`src/rtl/mem_arbiter_pkg.sv`:
```
// Shared types for the memory-port arbiter.
//   arb_state_e : arbiter FSM states (IDLE -> ISSUE -> WAIT -> IDLE)
//   arb_owner_e : which requester owns the memory port (instruction or data)
package mem_arbiter_pkg;

    localparam int ARB_STATE_WIDTH = 2;

    typedef enum logic [ARB_STATE_WIDTH-1:0] {
        ARB_STATE_IDLE  = 2'd0,
        ARB_STATE_ISSUE = 2'd1,
        ARB_STATE_WAIT  = 2'd2
    } arb_state_e;

    typedef enum logic {
        ARB_OWNER_I = 1'b0,
        ARB_OWNER_D = 1'b1
    } arb_owner_e;

    // Map a one-hot grant vector {d, i} to the owner it selects.
    function automatic arb_owner_e owner_of(input logic [1:0] grant);
        return grant[1] ? ARB_OWNER_D : ARB_OWNER_I;
    endfunction

endpackage

```
`src/rtl/arb_rr2.sv`:
```
// Two-way round-robin picker, purely combinational.
//   req[0]     : instruction-side request
//   req[1]     : data-side request
//   last_grant : owner granted most recently
//   grant      : one-hot grant (zero when nothing requests)
// A lone request always wins; on a tie the side not granted last time wins.
module arb_rr2
    import mem_arbiter_pkg::*;
(
    input  logic [1:0] req,
    input  arb_owner_e last_grant,
    output logic [1:0] grant
);

    // NOTE: every output of a combinational block gets a default first, so no
    // path through the block leaves it unassigned and a latch is never inferred.
    always_comb begin
        grant = req;
        if (req == 2'b11) begin
            grant = (last_grant == ARB_OWNER_D) ? 2'b01 : 2'b10;
        end
    end

endmodule

```
`src/rtl/mem_arbiter.sv`:
```
// Shares the single core memory port between instruction fetch (I) and data
// load/store (D). One transaction is outstanding at a time; contention is
// resolved round-robin.
// Ports:
//   clk, rst                 clock and asynchronous active-low reset
//   i_req_* / i_resp_*       fetch request (read only) and response
//   d_req_* / d_resp_*       load/store request and response (store ack data = 0)
//   m_req_* / m_resp_*       downstream memory request and response
// Request ready is combinational in IDLE; m_req_* fields are registered and
// stay stable from acceptance until the memory takes the request.
module mem_arbiter
    import mem_arbiter_pkg::*;
#(
    parameter int ADDR_WIDTH = 32,
    parameter int DATA_WIDTH = 32,
    parameter int STRB_WIDTH = DATA_WIDTH / 8
) (
    input  logic                  clk,
    input  logic                  rst,

    input  logic                  i_req_valid,
    output logic                  i_req_ready,
    input  logic [ADDR_WIDTH-1:0] i_req_addr,
    output logic                  i_resp_valid,
    output logic [DATA_WIDTH-1:0] i_resp_data,

    input  logic                  d_req_valid,
    output logic                  d_req_ready,
    input  logic [ADDR_WIDTH-1:0] d_req_addr,
    input  logic                  d_req_write,
    input  logic [DATA_WIDTH-1:0] d_req_wdata,
    input  logic [STRB_WIDTH-1:0] d_req_strobe,
    output logic                  d_resp_valid,
    output logic [DATA_WIDTH-1:0] d_resp_data,

    output logic                  m_req_valid,
    input  logic                  m_req_ready,
    output logic [ADDR_WIDTH-1:0] m_req_addr,
    output logic                  m_req_write,
    output logic [DATA_WIDTH-1:0] m_req_wdata,
    output logic [STRB_WIDTH-1:0] m_req_strobe,
    input  logic                  m_resp_valid,
    input  logic [DATA_WIDTH-1:0] m_resp_data
);

    arb_state_e state_q, state_d;
    arb_owner_e owner_q;
    arb_owner_e last_grant_q;
    logic [1:0] grant;
    logic       accept;
    logic       route_resp;
    arb_owner_e winner;

    arb_rr2 u_rr (
        .req        ({d_req_valid, i_req_valid}),
        .last_grant (last_grant_q),
        .grant      (grant)
    );

    assign winner = owner_of(grant);
    assign accept = (state_q == ARB_STATE_IDLE) && (grant != 2'b00);

    // Ready is gated by rst so nothing is handshaken while reset is held,
    // even though the state register already reads IDLE.
    assign i_req_ready = rst && (state_q == ARB_STATE_IDLE) && grant[0];
    assign d_req_ready = rst && (state_q == ARB_STATE_IDLE) && grant[1];

    assign m_req_valid = (state_q == ARB_STATE_ISSUE);

    // Responses outside WAIT are strays and are dropped.
    assign route_resp   = (state_q == ARB_STATE_WAIT) && m_resp_valid;
    assign i_resp_valid = route_resp && (owner_q == ARB_OWNER_I);
    assign d_resp_valid = route_resp && (owner_q == ARB_OWNER_D);
    assign i_resp_data  = i_resp_valid ? m_resp_data : '0;
    // Store acknowledgements return zero rather than whatever the bus carries.
    assign d_resp_data  = (d_resp_valid && !m_req_write) ? m_resp_data : '0;

    always_comb begin
        state_d = state_q;
        unique case (state_q)
            ARB_STATE_IDLE:  if (accept)       state_d = ARB_STATE_ISSUE;
            ARB_STATE_ISSUE: if (m_req_ready)  state_d = ARB_STATE_WAIT;
            ARB_STATE_WAIT:  if (m_resp_valid) state_d = ARB_STATE_IDLE;
            default:                           state_d = ARB_STATE_IDLE;
        endcase
    end

    // NOTE: registers use non-blocking assignments so every flop samples the
    // pre-edge values and simulation ordering cannot change the result.
    // NOTE: every register here is a control or bus-facing flop, so all are
    // reset; leaving m_req_* unreset would expose X on the bus after reset.
    always_ff @(posedge clk or negedge rst) begin
        if (!rst) begin
            state_q      <= ARB_STATE_IDLE;
            owner_q      <= ARB_OWNER_I;
            last_grant_q <= ARB_OWNER_D;
            m_req_addr   <= '0;
            m_req_write  <= 1'b0;
            m_req_wdata  <= '0;
            m_req_strobe <= '0;
        end else begin
            state_q <= state_d;
            if (accept) begin
                owner_q      <= winner;
                last_grant_q <= winner;
                if (winner == ARB_OWNER_D) begin
                    m_req_addr   <= d_req_addr;
                    m_req_write  <= d_req_write;
                    m_req_wdata  <= d_req_wdata;
                    m_req_strobe <= d_req_write ? d_req_strobe : '0;
                end else begin
                    m_req_addr   <= i_req_addr;
                    m_req_write  <= 1'b0;
                    m_req_wdata  <= '0;
                    m_req_strobe <= '0;
                end
            end
        end
    end

endmodule
```
`config.mk`:
```
export PLATFORM = sky130hd
export DESIGN_NAME = mem_arbiter
export DESIGN_NICKNAME = d
export VERILOG_FILES = /design/src/rtl/mem_arbiter_pkg.sv /design/src/rtl/arb_rr2.sv /design/src/rtl/mem_arbiter.sv
export SDC_FILE = /design/constraint.sdc
export NUM_CORES = 1
export LEC_CHECK = 0
export BUFFER_PORTS_ARGS = -buffer_cell sky130_fd_sc_hd__buf_2
export CORE_MARGIN = 3
export CORE_UTILIZATION = 25
export CTS_CLUSTER_DIAMETER = 200
export DETAILED_ROUTE_END_ITERATION = 8
export GPL_TIMING_DRIVEN = 0
export PLACE_DENSITY_LB_ADDON = 0.2
export SLEW_MARGIN = 15
export SYNTH_ARGS = -nofsm -noshare
export SYNTH_HDL_FRONTEND = slang
export SYNTH_SLANG_ARGS = --single-unit
```
`constraint.sdc`:
```
create_clock -name clk -period 1.6 [get_ports clk]
set_input_delay 0.32 -clock clk [delete_from_list [all_inputs] [get_ports clk]]
set_output_delay 0.32 -clock clk [all_outputs]
set_load 0.02 [all_outputs]
```
==> metrics <==
worst relative slew slack=0.677; GR Overflow Total=0; Clock Path Buffers=2; post-DP HPWL=9420 um; power per cell area=1630 nW/um^2; Critical Path Sink Type=primary output; worst skew pair latency=0.32 ns; gpl congestion=0.840; P_leak=around 3.6 nW; vias in the first global route=around 3700; core area=14000 sq um; die footprint=16000 sq um; unrepaired setup endpoints after global routing=yes; hold_ws=-0.0515 ns; I/O pins=277; Critical Path Start Type=flop; fmax=499 MHz; register bit total from synthesis=73; Area growth syn-to-layout=88.4%; Synth cell types=23; initial antenna violation count=1; Final Cycle Share=1.25; ys async rst share=1.00; cts bufs inserted=9; crit path time final=approximately 2.0 ns; r2r setup slk=-0.15 ns; Die Span X=approximately 130 um; post-synthesis sequential area ratio=0.503; # nets final=737; Post-synth EDFFs=0; largest net degree at the start of global routing=between 40 and 50; Total Wirelength=~13000 um; crit path kind=reg2out; WP data arrival=roughly 1.7 ns; most common cell after layout, fill and taps aside=buf_2; Post-Route Utilization=0.487; Worst-Margin Slew=slightly below 0.5 ns; gr usage total=0.153; CTS root buf=clkbuf_16; Syn Inst Count=277; Starting Density=0.259; failing checks=negative hold slack, negative setup slack; first-pass GRT wire length=just under 20000 um; drt drc=0; ANT nets after route=0; Hold Fails Final Rpt=32; Pins Over Slew Limit=0; CTS tree=done; Filler cells=1253; DR vias=3519; CTS Sinks=73; max_cap viols=0; Max rail drop VDD=between 0.0007 and 0.0008 V; Synth warnings=0; PortBufs=276; DR WL/cell=16.9 um; Via density=4.49; post-synth net total=about 420; most frequent cells in the layout=buf_2, buf_6, dfrtp_1; synthesized area=3630 sq um; row count=43; final worst slack=-0.406 ns; Clock Pin Slew Worst Setup and Hold Paths=0.06 ns; DR pass1 iterations=4; Syn Area/Cell=between 10 and 15 sq um; HP Class=in2async; 1st-iter DRT viols=a little over 90; CTS H-tree lvls=3; CP required=1.28 ns; fraction of layout cells with a size suffix above 1=0.811; Top FF cell, synth=dfrtp_1; final setup fails=100; status=finished, violations left; CP Max Fanout=8; Fin Clk Skew=~0.0040 ns; Die H=127 um
==> final timing paths <==
| check | from | endpoint | cells after the start |
|---|---|---|---|
| setup / recovery | state_q[0] | d_resp_data[26] | 6 |
| hold / removal | rst | m_req_addr[2] | 1 |
| setup reg to reg | last_grant_q | m_req_addr[4] | 6 |
| hold reg to reg | m_req_strobe[0] | m_req_strobe[0] | 1 |
| max in group asynchronous | rst | m_req_wdata[9] | 2 |
| min in group clk | m_req_ready | state_q[0] | 2 |
==> power by group <==
part           internal, mW  leakage (nW)  total (mW)  switching, mW
sequential             2.69         0.902        3.12          0.433
combinational          2.79          2.55        5.64           2.85
clock                  1.65         0.175        2.41          0.759
==> cells by family (layout without fill, tap and decap cells) <==
logic type / after synthesis / count (layout) / synth area share
AOI/OAI and AO/OA: 44 / 44 / 0.105
buffers and inverters: 23 / 349 / 0.0344
DFF: 73 / 73 / 0.503
muxes: 64 / 64 / 0.229
other: 0 / 1 / 0
and+or+nand+nor: 73 / 73 / 0.128
==> synth_stat cells (2+ instances only) <==
cell,number,area share
dfrtp_1,72,0.50
and2_1,65,0.11
a22o_1,34,0.082
mux2_2,34,0.11
mux2_4,30,0.12
clkbuf_1,10,0.010
buf_2,7,0.0096
a32o_1,4,0.011
buf_6,4,0.012
a21o_1,2,0.0041
inv_1,2,0.0021
nor2_1,2,0.0021
==> stage by stage <==
| stage | std cells | instance area, sq um | TNS (ns) | power, mW | setup WS [ns] |
|---|---|---|---|---|---|
| after floorplan | 277 | 3680 | -0.982 | 6.06 | -0.0327 |
| after global placement | 733 | 5290 | -36.32 | 7.63 | -0.890 |
| after detailed placement | 734 | 5310 | -18.13 | 7.71 | -0.432 |
| after CTS | 774 | 6690 | -29.09 | 11.0 | -0.437 |
| after global routing | 784 | 6840 | -30.41 | 11.8 | -0.472 |
| final | 784 | 6840 | -25.74 | 11.2 | -0.406 |
==> worst max-delay path, stage by stage (launching register included) <==
cell	delay [ns]
dfrtp_2	0.40
and4b_2	0.28
nor2b_4	0.16
buf_12	0.15
buf_8	0.11
and2_4	0.15
buf_6	0.11
==> metal layers <==
layer | up-vias | routed length (um) | global-route usage
met3 | 16 | 1020 | 0.0375
li1 | 1627 | - | -
met2 | 171 | 7240 | 0.294
met5 | - | 0 | 0
met1 | 1705 | 4790 | 0.161
met4 | 0 | 204 | 0.0505
==> area by class of cell <==
class | instances | area [sq um] | share of cell area
repair buffers | 312 | 2270 | 0.332
multi-input cells | 181 | 1910 | 0.279
flip-flops and latches | 73 | 1830 | 0.267
clock buffers | 12 | 267 | 0.0389
plain buffers | 19 | 230 | 0.0336
well taps | 180 | 225 | 0.0329
clock inverters | 4 | 97.6 | 0.0143
inverters | 2 | 7.51 | 0.00110
diodes | 1 | 2.50 | 0.000366
==> flip-flops by register name, indices dropped and copies added (netlist names) <==
name and flops:
m_req_addr 32, owner_q 1, m_req_strobe 4, last_grant_q 1, m_req_wdata 32, m_req_write 1
state_q 2
==> timing repair <==
action | CTS | global route
gates cloned | 9 | 1
buffers inserted | 15 | 12
resized for setup | 245 | 50
setup endpoints to repair | 99 | 135
pin swaps | 40 | 27
endpoints found under the hold margin | 32 | 32
No activity file was read; power rests on OpenSTA's default activity.
